<file path="config.mk">
export PLATFORM = sky130hd
export DESIGN_NAME = mem_ctrl_flat
export DESIGN_NICKNAME = d
export VERILOG_FILES = /design/src/rtl/mem_ctrl_if.sv /design/src/rtl/mem_ctrl.sv /design/src/flat_wrapper.sv
export SDC_FILE = /design/constraint.sdc
export NUM_CORES = 1
export LEC_CHECK = 0
export CAP_MARGIN = 20
export CORE_MARGIN = 4
export CORE_UTILIZATION = 35
export DETAILED_ROUTE_END_ITERATION = 10
export PLACE_DENSITY = 0.69
export SYNTH_ARGS = -nofsm -noshare
export SYNTH_HDL_FRONTEND = slang
export SYNTH_SLANG_ARGS = --single-unit
export TNS_END_PERCENT = 100
</file>
<file path="constraint.sdc">
create_clock -name clk -period 2.88 [get_ports clk]
set_clock_uncertainty 0.1 [all_clocks]
set_input_delay 0.432 -clock clk [delete_from_list [all_inputs] [get_ports clk]]
set_output_delay 0.432 -clock clk [all_outputs]
set_load 0.1 [all_outputs]
</file>
<file path="src/rtl/mem_ctrl_if.sv">
// Core-side and RAM-side signal bundle for mem_ctrl.
// slave = controller view, master = core + RAM environment view.
interface mem_ctrl_if #(
    parameter int ADDR_W = 9
);
    logic              i_req;
    logic [31:0]       i_addr;
    logic              i_ack;
    logic [31:0]       i_rdata;

    logic              d_req;
    logic              d_we;
    logic [31:0]       d_addr;
    logic [31:0]       d_wdata;
    logic [3:0]        d_wstrb;
    logic              d_ack;
    logic [31:0]       d_rdata;

    logic [ADDR_W-1:0] ram_addr;
    logic [31:0]       ram_din;
    logic              ram_we;
    logic [31:0]       ram_dout;

    modport slave (
        input  i_req, i_addr, d_req, d_we, d_addr, d_wdata, d_wstrb, ram_dout,
        output i_ack, i_rdata, d_ack, d_rdata, ram_addr, ram_din, ram_we
    );

    modport master (
        output i_req, i_addr, d_req, d_we, d_addr, d_wdata, d_wstrb, ram_dout,
        input  i_ack, i_rdata, d_ack, d_rdata, ram_addr, ram_din, ram_we
    );
endinterface

</file>
<file path="src/rtl/mem_ctrl.sv">
// Shares one single-port word RAM between instruction fetch (I) and load/store (D):
// round-robin arbitration, byte-strobed stores done as read-modify-write.
module mem_ctrl_lane (
    input  logic       strb,
    input  logic [7:0] wbyte,
    input  logic [7:0] rbyte,
    output logic [7:0] mbyte
);
    assign mbyte = strb ? wbyte : rbyte;
endmodule

module mem_ctrl #(
    parameter int ADDR_W = 9
) (
    input  logic      clk,
    input  logic      rst_n,
    mem_ctrl_if.slave bus
);
    localparam int NUM_LANES = 4;

    typedef enum logic [2:0] {S_IDLE, S_RD, S_CAP, S_WR, S_ACK} state_e;

    typedef struct packed {
        logic              port_d;
        logic              we;
        logic [ADDR_W-1:0] idx;
        logic [31:0]       wdata;
        logic [NUM_LANES-1:0] wstrb;
    } txn_t;

    state_e            state, state_nxt;
    txn_t              txn, txn_nxt;
    logic              last_d, last_nxt;
    logic              pick_d;
    logic [31:0]       rdata, rdata_nxt;
    logic [ADDR_W-1:0] addr_q, addr_nxt;
    logic [31:0]       din_q, din_nxt;
    logic              we_q, we_nxt;
    logic              iack_q, iack_nxt;
    logic              dack_q, dack_nxt;
    logic [31:0]       merged;

    // Merge operates on the word being captured, so WR can follow CAP directly.
    genvar g;
    generate
        for (g = 0; g < NUM_LANES; g++) begin : g_lane
            mem_ctrl_lane u_lane (
                .strb  (txn.wstrb[g]),
                .wbyte (txn.wdata[8*g +: 8]),
                .rbyte (bus.ram_dout[8*g +: 8]),
                .mbyte (merged[8*g +: 8])
            );
        end
    endgenerate

    always_comb begin
        state_nxt = state;
        txn_nxt   = txn;
        last_nxt  = last_d;
        rdata_nxt = rdata;
        addr_nxt  = addr_q;
        din_nxt   = din_q;
        we_nxt    = 1'b0;
        iack_nxt  = 1'b0;
        dack_nxt  = 1'b0;
        pick_d    = 1'b0;
        case (state)
            S_IDLE: begin
                if (bus.i_req || bus.d_req) begin
                    pick_d        = bus.d_req && (!bus.i_req || !last_d);
                    last_nxt      = pick_d;
                    txn_nxt.port_d = pick_d;
                    txn_nxt.we    = pick_d && bus.d_we;
                    txn_nxt.idx   = pick_d ? bus.d_addr[ADDR_W+1:2] : bus.i_addr[ADDR_W+1:2];
                    txn_nxt.wdata = bus.d_wdata;
                    txn_nxt.wstrb = bus.d_wstrb;
                    addr_nxt      = txn_nxt.idx;
                    if (txn_nxt.we && (bus.d_wstrb == 4'hF)) begin
                        state_nxt = S_WR;
                        we_nxt    = 1'b1;
                        din_nxt   = bus.d_wdata;
                    end else if (txn_nxt.we && (bus.d_wstrb == 4'h0)) begin
                        state_nxt = S_ACK;
                        dack_nxt  = 1'b1;
                    end else begin
                        state_nxt = S_RD;
                    end
                end
            end
            S_RD:  state_nxt = S_CAP;
            S_CAP: begin
                rdata_nxt = bus.ram_dout;
                if (txn.we) begin
                    state_nxt = S_WR;
                    we_nxt    = 1'b1;
                    din_nxt   = merged;
                end else begin
                    state_nxt = S_ACK;
                    iack_nxt  = !txn.port_d;
                    dack_nxt  = txn.port_d;
                end
            end
            S_WR: begin
                state_nxt = S_ACK;
                dack_nxt  = 1'b1;
            end
            S_ACK:   state_nxt = S_IDLE;
            default: state_nxt = S_IDLE;
        endcase
    end

    always_ff @(posedge clk or negedge rst_n) begin
        if (!rst_n) begin
            state  <= S_IDLE;
            txn    <= '0;
            last_d <= 1'b1;
            rdata  <= '0;
            addr_q <= '0;
            din_q  <= '0;
            we_q   <= 1'b0;
            iack_q <= 1'b0;
            dack_q <= 1'b0;
        end else begin
            state  <= state_nxt;
            txn    <= txn_nxt;
            last_d <= last_nxt;
            rdata  <= rdata_nxt;
            addr_q <= addr_nxt;
            din_q  <= din_nxt;
            we_q   <= we_nxt;
            iack_q <= iack_nxt;
            dack_q <= dack_nxt;
        end
    end

    assign bus.i_ack    = iack_q;
    assign bus.d_ack    = dack_q;
    assign bus.i_rdata  = rdata;
    assign bus.d_rdata  = rdata;
    assign bus.ram_addr = addr_q;
    assign bus.ram_din  = din_q;
    assign bus.ram_we   = we_q;

    logic unused_bits;
    assign unused_bits = ^{bus.i_addr[31:ADDR_W+2], bus.i_addr[1:0],
                           bus.d_addr[31:ADDR_W+2], bus.d_addr[1:0]};
endmodule

</file>
<file path="src/flat_wrapper.sv">
// flat-port wrapper written by rule: the top's interface ports become plain ports
module mem_ctrl_flat 
#(
    parameter int ADDR_W = 9
)
  (clk, rst_n, bus_i_req, bus_i_addr, bus_d_req, bus_d_we, bus_d_addr, bus_d_wdata, bus_d_wstrb, bus_ram_dout, bus_i_ack, bus_i_rdata, bus_d_ack, bus_d_rdata, bus_ram_addr, bus_ram_din, bus_ram_we);
  mem_ctrl_if #(.ADDR_W(ADDR_W)) bus_i ();
  input  logic clk;
  input  logic rst_n;
  input wire logic [$bits(bus_i.i_req)-1:0] bus_i_req;
  input wire logic [$bits(bus_i.i_addr)-1:0] bus_i_addr;
  input wire logic [$bits(bus_i.d_req)-1:0] bus_d_req;
  input wire logic [$bits(bus_i.d_we)-1:0] bus_d_we;
  input wire logic [$bits(bus_i.d_addr)-1:0] bus_d_addr;
  input wire logic [$bits(bus_i.d_wdata)-1:0] bus_d_wdata;
  input wire logic [$bits(bus_i.d_wstrb)-1:0] bus_d_wstrb;
  input wire logic [$bits(bus_i.ram_dout)-1:0] bus_ram_dout;
  output wire logic [$bits(bus_i.i_ack)-1:0] bus_i_ack;
  output wire logic [$bits(bus_i.i_rdata)-1:0] bus_i_rdata;
  output wire logic [$bits(bus_i.d_ack)-1:0] bus_d_ack;
  output wire logic [$bits(bus_i.d_rdata)-1:0] bus_d_rdata;
  output wire logic [$bits(bus_i.ram_addr)-1:0] bus_ram_addr;
  output wire logic [$bits(bus_i.ram_din)-1:0] bus_ram_din;
  output wire logic [$bits(bus_i.ram_we)-1:0] bus_ram_we;
  assign bus_i.i_req = bus_i_req;
  assign bus_i.i_addr = bus_i_addr;
  assign bus_i.d_req = bus_d_req;
  assign bus_i.d_we = bus_d_we;
  assign bus_i.d_addr = bus_d_addr;
  assign bus_i.d_wdata = bus_d_wdata;
  assign bus_i.d_wstrb = bus_d_wstrb;
  assign bus_i.ram_dout = bus_ram_dout;
  assign bus_i_ack = bus_i.i_ack;
  assign bus_i_rdata = bus_i.i_rdata;
  assign bus_d_ack = bus_i.d_ack;
  assign bus_d_rdata = bus_i.d_rdata;
  assign bus_ram_addr = bus_i.ram_addr;
  assign bus_ram_din = bus_i.ram_din;
  assign bus_ram_we = bus_i.ram_we;
  mem_ctrl #(.ADDR_W(ADDR_W)) u_core (.clk(clk), .rst_n(rst_n), .bus(bus_i));
endmodule
</file>
### Word level (Yosys, flattened, before mapping)

Cells that the tools add are included.

| word-level totals | value |
|---|---|
| register bits | 118 |

| cells by class | value |
|---|---|
| mux-type cells | 25 |
| eq/ne operators | 7 |
| reduce and logical (&&, ||, !) cells | 14 |

Operator list:

| kind | count |
|---|---|
| 32-bit two-way mux | 3 |
| 32-bit case mux with 2 select lines | 1 |
| 8-bit two-way mux | 4 |
| 3-bit two-way mux | 4 |
| 3-bit case mux with 4 select lines | 1 |
| 1-bit two-way mux | 9 |
| 9-bit two-way mux | 1 |
| 3-bit by 2-bit == test with 1-bit output, second input constant | 2 |
| 2-bit by 1-bit inequality test with 1-bit output, second input constant | 3 |
| 4-bit == test, second input constant | 1 |
| 1-bit logical AND | 4 |
| 4-bit zero test | 1 |
| 4-bit AND reduction | 1 |
| 3-bit by 1-bit == test with 1-bit output, second input constant | 1 |
| 1-bit zero test | 3 |
| 3-bit zero test | 1 |
| 1-bit case mux with 3 select lines | 1 |
| 1-bit logical OR | 2 |
| 1-bit case mux with 2 select lines | 1 |
| 2-bit AND reduction | 1 |
| 2-bit nonzero test | 1 |

### Longest topological paths before layout

| depth | value |
|---|---|
| word-level depth | 9 |
| mapped depth | 7 |
| depth with buffers taken out | 4 |

### Hierarchy

From an unflattened synthesis, not the netlist that was laid out.

| second synthesis, totals | value |
|---|---|
| cell total of the unflattened synthesis | 471 |
| area, all modules | 5676.7 sq um |

By module, submodules not included:

| module | seq. area each (sq um) | times used | cells an instance | area an instance (sq um) |
|---|---|---|---|---|
| mem_ctrl | 2954.1 | 1 | 435 | 5151.2 |
| mem_ctrl_lane | 0.0 | 4 | 9 | 131.4 |

### Least setup slack after synthesis

OpenSTA, ideal clock, no wires.

| timing | value |
|---|---|
| path type | reg2out |
| start | reg u_core.rdata[0], in the netlist u_core.bus.d_rdata[0] |
| end | out bus_i_rdata[0] |
| setup slack | 1011 ps |
| arrival time | 1337 ps |
| cell stages (with the launch flop) | 2 |
| data required time | 2348 ps |
| cells stage by stage | dfrtp_1 > buf_4 |

RTL lines:

| element | RTL line | text |
|---|---|---|
| start: declaration | mem_ctrl.sv:35 | `logic [31:0] rdata, rdata_nxt;` |
| start signal: assignment | mem_ctrl.sv:127 | `rdata <= rdata_nxt;` |
| end: declaration | flat_wrapper.sv:19 | `output wire logic [$bits(bus_i.i_rdata)-1:0] bus_i_rdata;` |

No word-level cell between the ends.

### Worst setup path after layout

| timing | value |
|---|---|
| start | reg u_core.state[1] |
| end | reg u_core.din_q[21], in the netlist u_core.bus.ram_din[21] |

| on the way | value |
|---|---|
| longest elaborated chain between the ends | 3 |
| elaborated cells between the ends (all ways) | 8 |

RTL lines:

| element | RTL line | text |
|---|---|---|
| start: declaration | mem_ctrl.sv:31 | `state_e state, state_nxt;` |
| start signal: assignment | mem_ctrl.sv:124 | `state <= state_nxt;` |
| 3-bit by 2-bit == test with 1-bit output or 3-bit zero test (tied branches) | mem_ctrl.sv:67 | `case (state)` |
| 2-bit by 1-bit inequality test with 1-bit output (no line) or 2-bit nonzero test (tied branches) | - |  |
| 4-bit AND reduction (no line) | - |  |
| end signal: assignment | mem_ctrl.sv:129 | `din_q <= din_nxt;` |
| end: declaration | mem_ctrl.sv:37 | `logic [31:0] din_q, din_nxt;` |

Parallel ways exist; a longest one is shown, timed or not.
A chain may end at the register's enable or synchronous reset.

==> results.txt <==
----------------------------------------------------
[Outcome]
  Result of the run ... complete, but fails checks
  Violated checks ... hold timing

[Critical path]
  Top cell family by delay on the critical path ... simple AND/OR/NAND/NOR gates
  Critical path start-end classification ... flip-flop to flip-flop
  Reg2Reg Depth ... 4
  Largest fanout on the critical path ... 17
  Reg-to-Reg End ... u_core.bus.ram_din[21]
  Required time of the critical path ... 3.11 ns
  Slack of the worst reg-to-reg path ... roughly 0.83 ns
  Worst EP arrival ... roughly 2.3 ns
  Stage delay of the slowest cell on the critical path ... 0.65 ns
  Capturing element type of the critical path ... flip-flop
  Crit start category ... flip-flop
  Slowest cell on the critical path ... sky130_fd_sc_hd__nor3b_4
  Cell chain of the critical path ... nor3b_4, a22o_2, buf_12, mux2i_1
  Count of buffering cells on the critical path with inverters included ... 1
  R2R Path Start ... u_core.state[1]

[Clocking]
  CTS H-tree lvls ... 4
  Reg clk slew, reported paths ... around 0.05 ns
  Cell at the root of the clock tree ... sky130_fd_sc_hd__clkbuf_16
  Post-CTS Resized ... 0
  Maximum number of buffers from clock root to sink ... 2
  Cts-stage hold buffer count ... 0
  CTS tree ... yes
  Clk sinks ... around 120
  Post-CTS Setup Bufs ... 0
  Clock latency on the worst-skew pair ... 0.41 ns
  Inserted Clock Buffers ... 17

[Logic synthesis]
  Mapped Cells ... roughly 540
  Synth warn ... 0
  Seq/Total Area, Yosys ... 0.531
  Synthesized area divided by synthesized cell count ... approximately 10 um^2
  Number of library cell types mapped by synthesis ... 29
  Number of synthesized register bits ... between 100 and 150
  Net count after synthesis ... 675
  Total standard cell area after synthesis ... ~0.0056 mm^2

[Global routing]
  Via count of the first global-routing pass ... roughly 4.5k
  Gr ovfl total ... 0
  Overall track demand over capacity in global routing ... 0.160
  Largest net degree at the start of global routing ... 119
  Global-route wire length before repair ... approximately 23 mm
  Number of antenna violations at the first check in global routing ... 0

[Routing]
  Via count ... roughly 4.2k
  Average wire length per cell after detail routing ... 14.9 um
  Total length of routed wires ... around 14 mm
  Detailed-route vias per instance ... between 4 and 5
  Number of iterations in the first detailed-routing pass ... 4
  Routed Antenna Nets ... 0
  Starting DRC count in detailed routing ... 190
  Total DRC errors in the routed layout ... 0

[Job]
  Max-capacitance violation count ... 0

[STA]
  Setup Total Neg Slack ... 0 ns
  Final worst path period share ... 0.711
  Count of endpoints failing hold in the final timing report ... 21
  Clock period minus worst slack ... just over 2 ns
  Max Slew Vio Count ... 0
  Unrepaired setup endpoints after global routing ... no
  Transition at the pin with the smallest max-transition slack ... between 0.7 and 0.8 ns
  Relative slew slack ... 0.529
  Endpoints failing setup ... 0
  Final hold slack ... -0.0546 ns
  Highest Clock Rate ... 0.488 GHz
  Post-route worst setup slack ... 0.831 ns

[Cells and area]
  Net count reported at finish ... 840
  Fraction of layout instances using a drive strength above 1 ... 0.261
  Area of the multi-input gates ... 0.00206 mm^2
  Filler Cell Count ... between 1k and 1.5k
  Final instance count without filler cells ... just over 900
  Sequential cell area ... ~0.0030 mm^2
  Ant. Diodes ... 0
  Area Overhead vs Synth ... 41.7%

[Floorplan]
  Placeable core region ... between 0.015 and 0.02 mm^2
  Die Width ... approximately 130 um
  Number of placed I/O pins ... about 250
  Row count ... 45
  DIE HEIGHT ... 134 um
  Total Die Area ... ~0.018 mm^2
  Starting density of the core ... 0.362

[Placement]
  DP Worst Slack ... around 0.46 ns
  Count of placed standard cells including taps ... just under 900
  GPL Wtd Cong ... approximately 0.79
  Post-DP HPWL ... a little under 10 mm
  Port buffer count ... 198

[Hold path]
  Hold WC Path Type ... primary input to asynchronous set/reset pin

----------------------------------------------------
-- state kept, by name, summed over array words and instances (netlist names) --
| signal | cells |
|---|---|
| u_core.bus.d_rdata | 32 |
| u_core.bus.ram_we | 1 |
| u_core.last_d | 1 |
| u_core.state | 3 |
| u_core.bus.ram_din | 32 |
| u_core.txn | 38 |
| u_core.bus.d_ack | 1 |
| u_core.bus.i_ack | 1 |
| u_core.bus.ram_addr | 9 |
-- stage by stage --
stage | instance area (um^2) | utilization | hold slack (ns)
4_1_cts | 7890 | 0.513 | 0.0338
3_5_place_dp | 7250 | 0.472 | 0.362
5_1_grt | 7890 | 0.513 | 0.00946
6_report | 7890 | 0.513 | -0.0546
3_3_place_gp | 7250 | 0.472 | 0.357
2_1_floorplan | 5560 | - | 0.0364
-- final cells by class --
type	count	share of cell area
Multi-Input combinational cell	323	0.261
Sequential cell	118	0.375
Inverter	35	0.0167
Timing Repair Buffer	208	0.234
Tap cell	211	0.0335
Clock inverter	7	0.0146
Clock buffer	25	0.0654
-- kinds of logic (layout without fill, tap and decap cells) --
group / after synthesis / after routing / synth area share
and+or+nand+nor: 162 / 162 / 0.116
DFF: 118 / 118 / 0.531
muxes: 105 / 105 / 0.196
buffers and inverters: 97 / 275 / 0.101
AOI/OAI and AO/OA: 56 / 56 / 0.0553
-- layout by cell type (no fill, tap or decap), types with 3 or more instances in the layout --
| cell type | synthesis | layout |
|---|---|---|
| sky130_fd_sc_hd__inv_1 | 35 | 35 |
| sky130_fd_sc_hd__mux2i_1 | 73 | 73 |
| sky130_fd_sc_hd__mux2_2 | 32 | 32 |
| sky130_fd_sc_hd__clkbuf_8 | 0 | 6 |
| sky130_fd_sc_hd__clkbuf_16 | 0 | 17 |
| sky130_fd_sc_hd__o21ai_0 | 45 | 44 |
| sky130_fd_sc_hd__dfrtp_1 | 117 | 117 |
| sky130_fd_sc_hd__buf_4 | 33 | 114 |
| sky130_fd_sc_hd__clkdlybuf4s50_1 | 0 | 89 |
| sky130_fd_sc_hd__buf_12 | 3 | 5 |
| sky130_fd_sc_hd__nand2_1 | 151 | 151 |
| sky130_fd_sc_hd__bufinv_16 | 0 | 3 |
| sky130_fd_sc_hd__a21oi_1 | 3 | 3 |
-- synthesized netlist by cell type --
cell / number / area [um^2]
sky130_fd_sc_hd__nor3b_4: 1 / 18.8
sky130_fd_sc_hd__o31ai_1: 1 / 7.51
sky130_fd_sc_hd__nand2_1: 151 / 567
sky130_fd_sc_hd__nor2_1: 2 / 7.51
sky130_fd_sc_hd__buf_2: 14 / 70.1
sky130_fd_sc_hd__a21oi_1: 3 / 15.0
sky130_fd_sc_hd__buf_12: 3 / 60.1
sky130_fd_sc_hd__buf_4: 33 / 248
sky130_fd_sc_hd__a31oi_1: 1 / 6.26
sky130_fd_sc_hd__a21boi_0: 1 / 7.51
sky130_fd_sc_hd__buf_6: 1 / 11.3
sky130_fd_sc_hd__nor3_2: 1 / 10.0
sky130_fd_sc_hd__inv_1: 35 / 131
sky130_fd_sc_hd__nor4_1: 1 / 6.26
sky130_fd_sc_hd__a22o_1: 2 / 17.5
sky130_fd_sc_hd__o21ai_0: 45 / 225
sky130_fd_sc_hd__mux2_2: 32 / 360
sky130_fd_sc_hd__mux2i_1: 73 / 731
sky130_fd_sc_hd__nor3b_1: 1 / 7.51
sky130_fd_sc_hd__o311a_1: 1 / 10.0
sky130_fd_sc_hd__nor3_1: 2 / 10.0
sky130_fd_sc_hd__nand4_1: 2 / 12.5
sky130_fd_sc_hd__a21bo_2: 1 / 10.0
sky130_fd_sc_hd__a311oi_1: 1 / 8.76
sky130_fd_sc_hd__dfstp_2: 1 / 26.3
sky130_fd_sc_hd__clkbuf_2: 1 / 5.00
sky130_fd_sc_hd__dfrtp_1: 117 / 2930
sky130_fd_sc_hd__clkbuf_1: 10 / 37.5
sky130_fd_sc_hd__and2b_1: 1 / 7.51
-- layer usage --
layer / track usage / vias to the layer above / routed length (um)
li1: - / 2064 / -
met1: 0.194 / 2018 / 5860
met2: 0.264 / 139 / 6780
met3: 0.0548 / 18 / 981
met4: 0.0611 / 0 / 227
met5: 0 / - / 0
-- worst max path at each step --
stage                           from  cells past startpoint  slack, ns                     end
2_1_floorplan  u_core.bus.d_rdata[0]                      1       1.01          bus_i_rdata[0]
3_3_place_gp               bus_d_req                      6       0.50  u_core.bus.ram_din[17]
3_5_place_dp               bus_d_req                      6       0.46  u_core.bus.ram_din[16]
4_1_cts              u_core.state[1]                      4       0.81  u_core.bus.ram_din[21]
5_1_grt              u_core.state[0]                      5       0.69        u_core.bus.d_ack
6_report             u_core.state[1]                      4       0.83  u_core.bus.ram_din[21]
-- worst reg2reg max path, delay by kind of cell (launching register included) --
family / cells / cell delay (ns)
flip-flops: 1 / 0.47
AND/OR/NAND/NOR: 1 / 0.65
buffers and inverters: 1 / 0.20
AO/OA/AOI/OAI: 1 / 0.33
multiplexers: 1 / 0.23
Power is not shown: default switching activity piles up to over one toggle a cycle in this logic, so the estimate is an artifact.
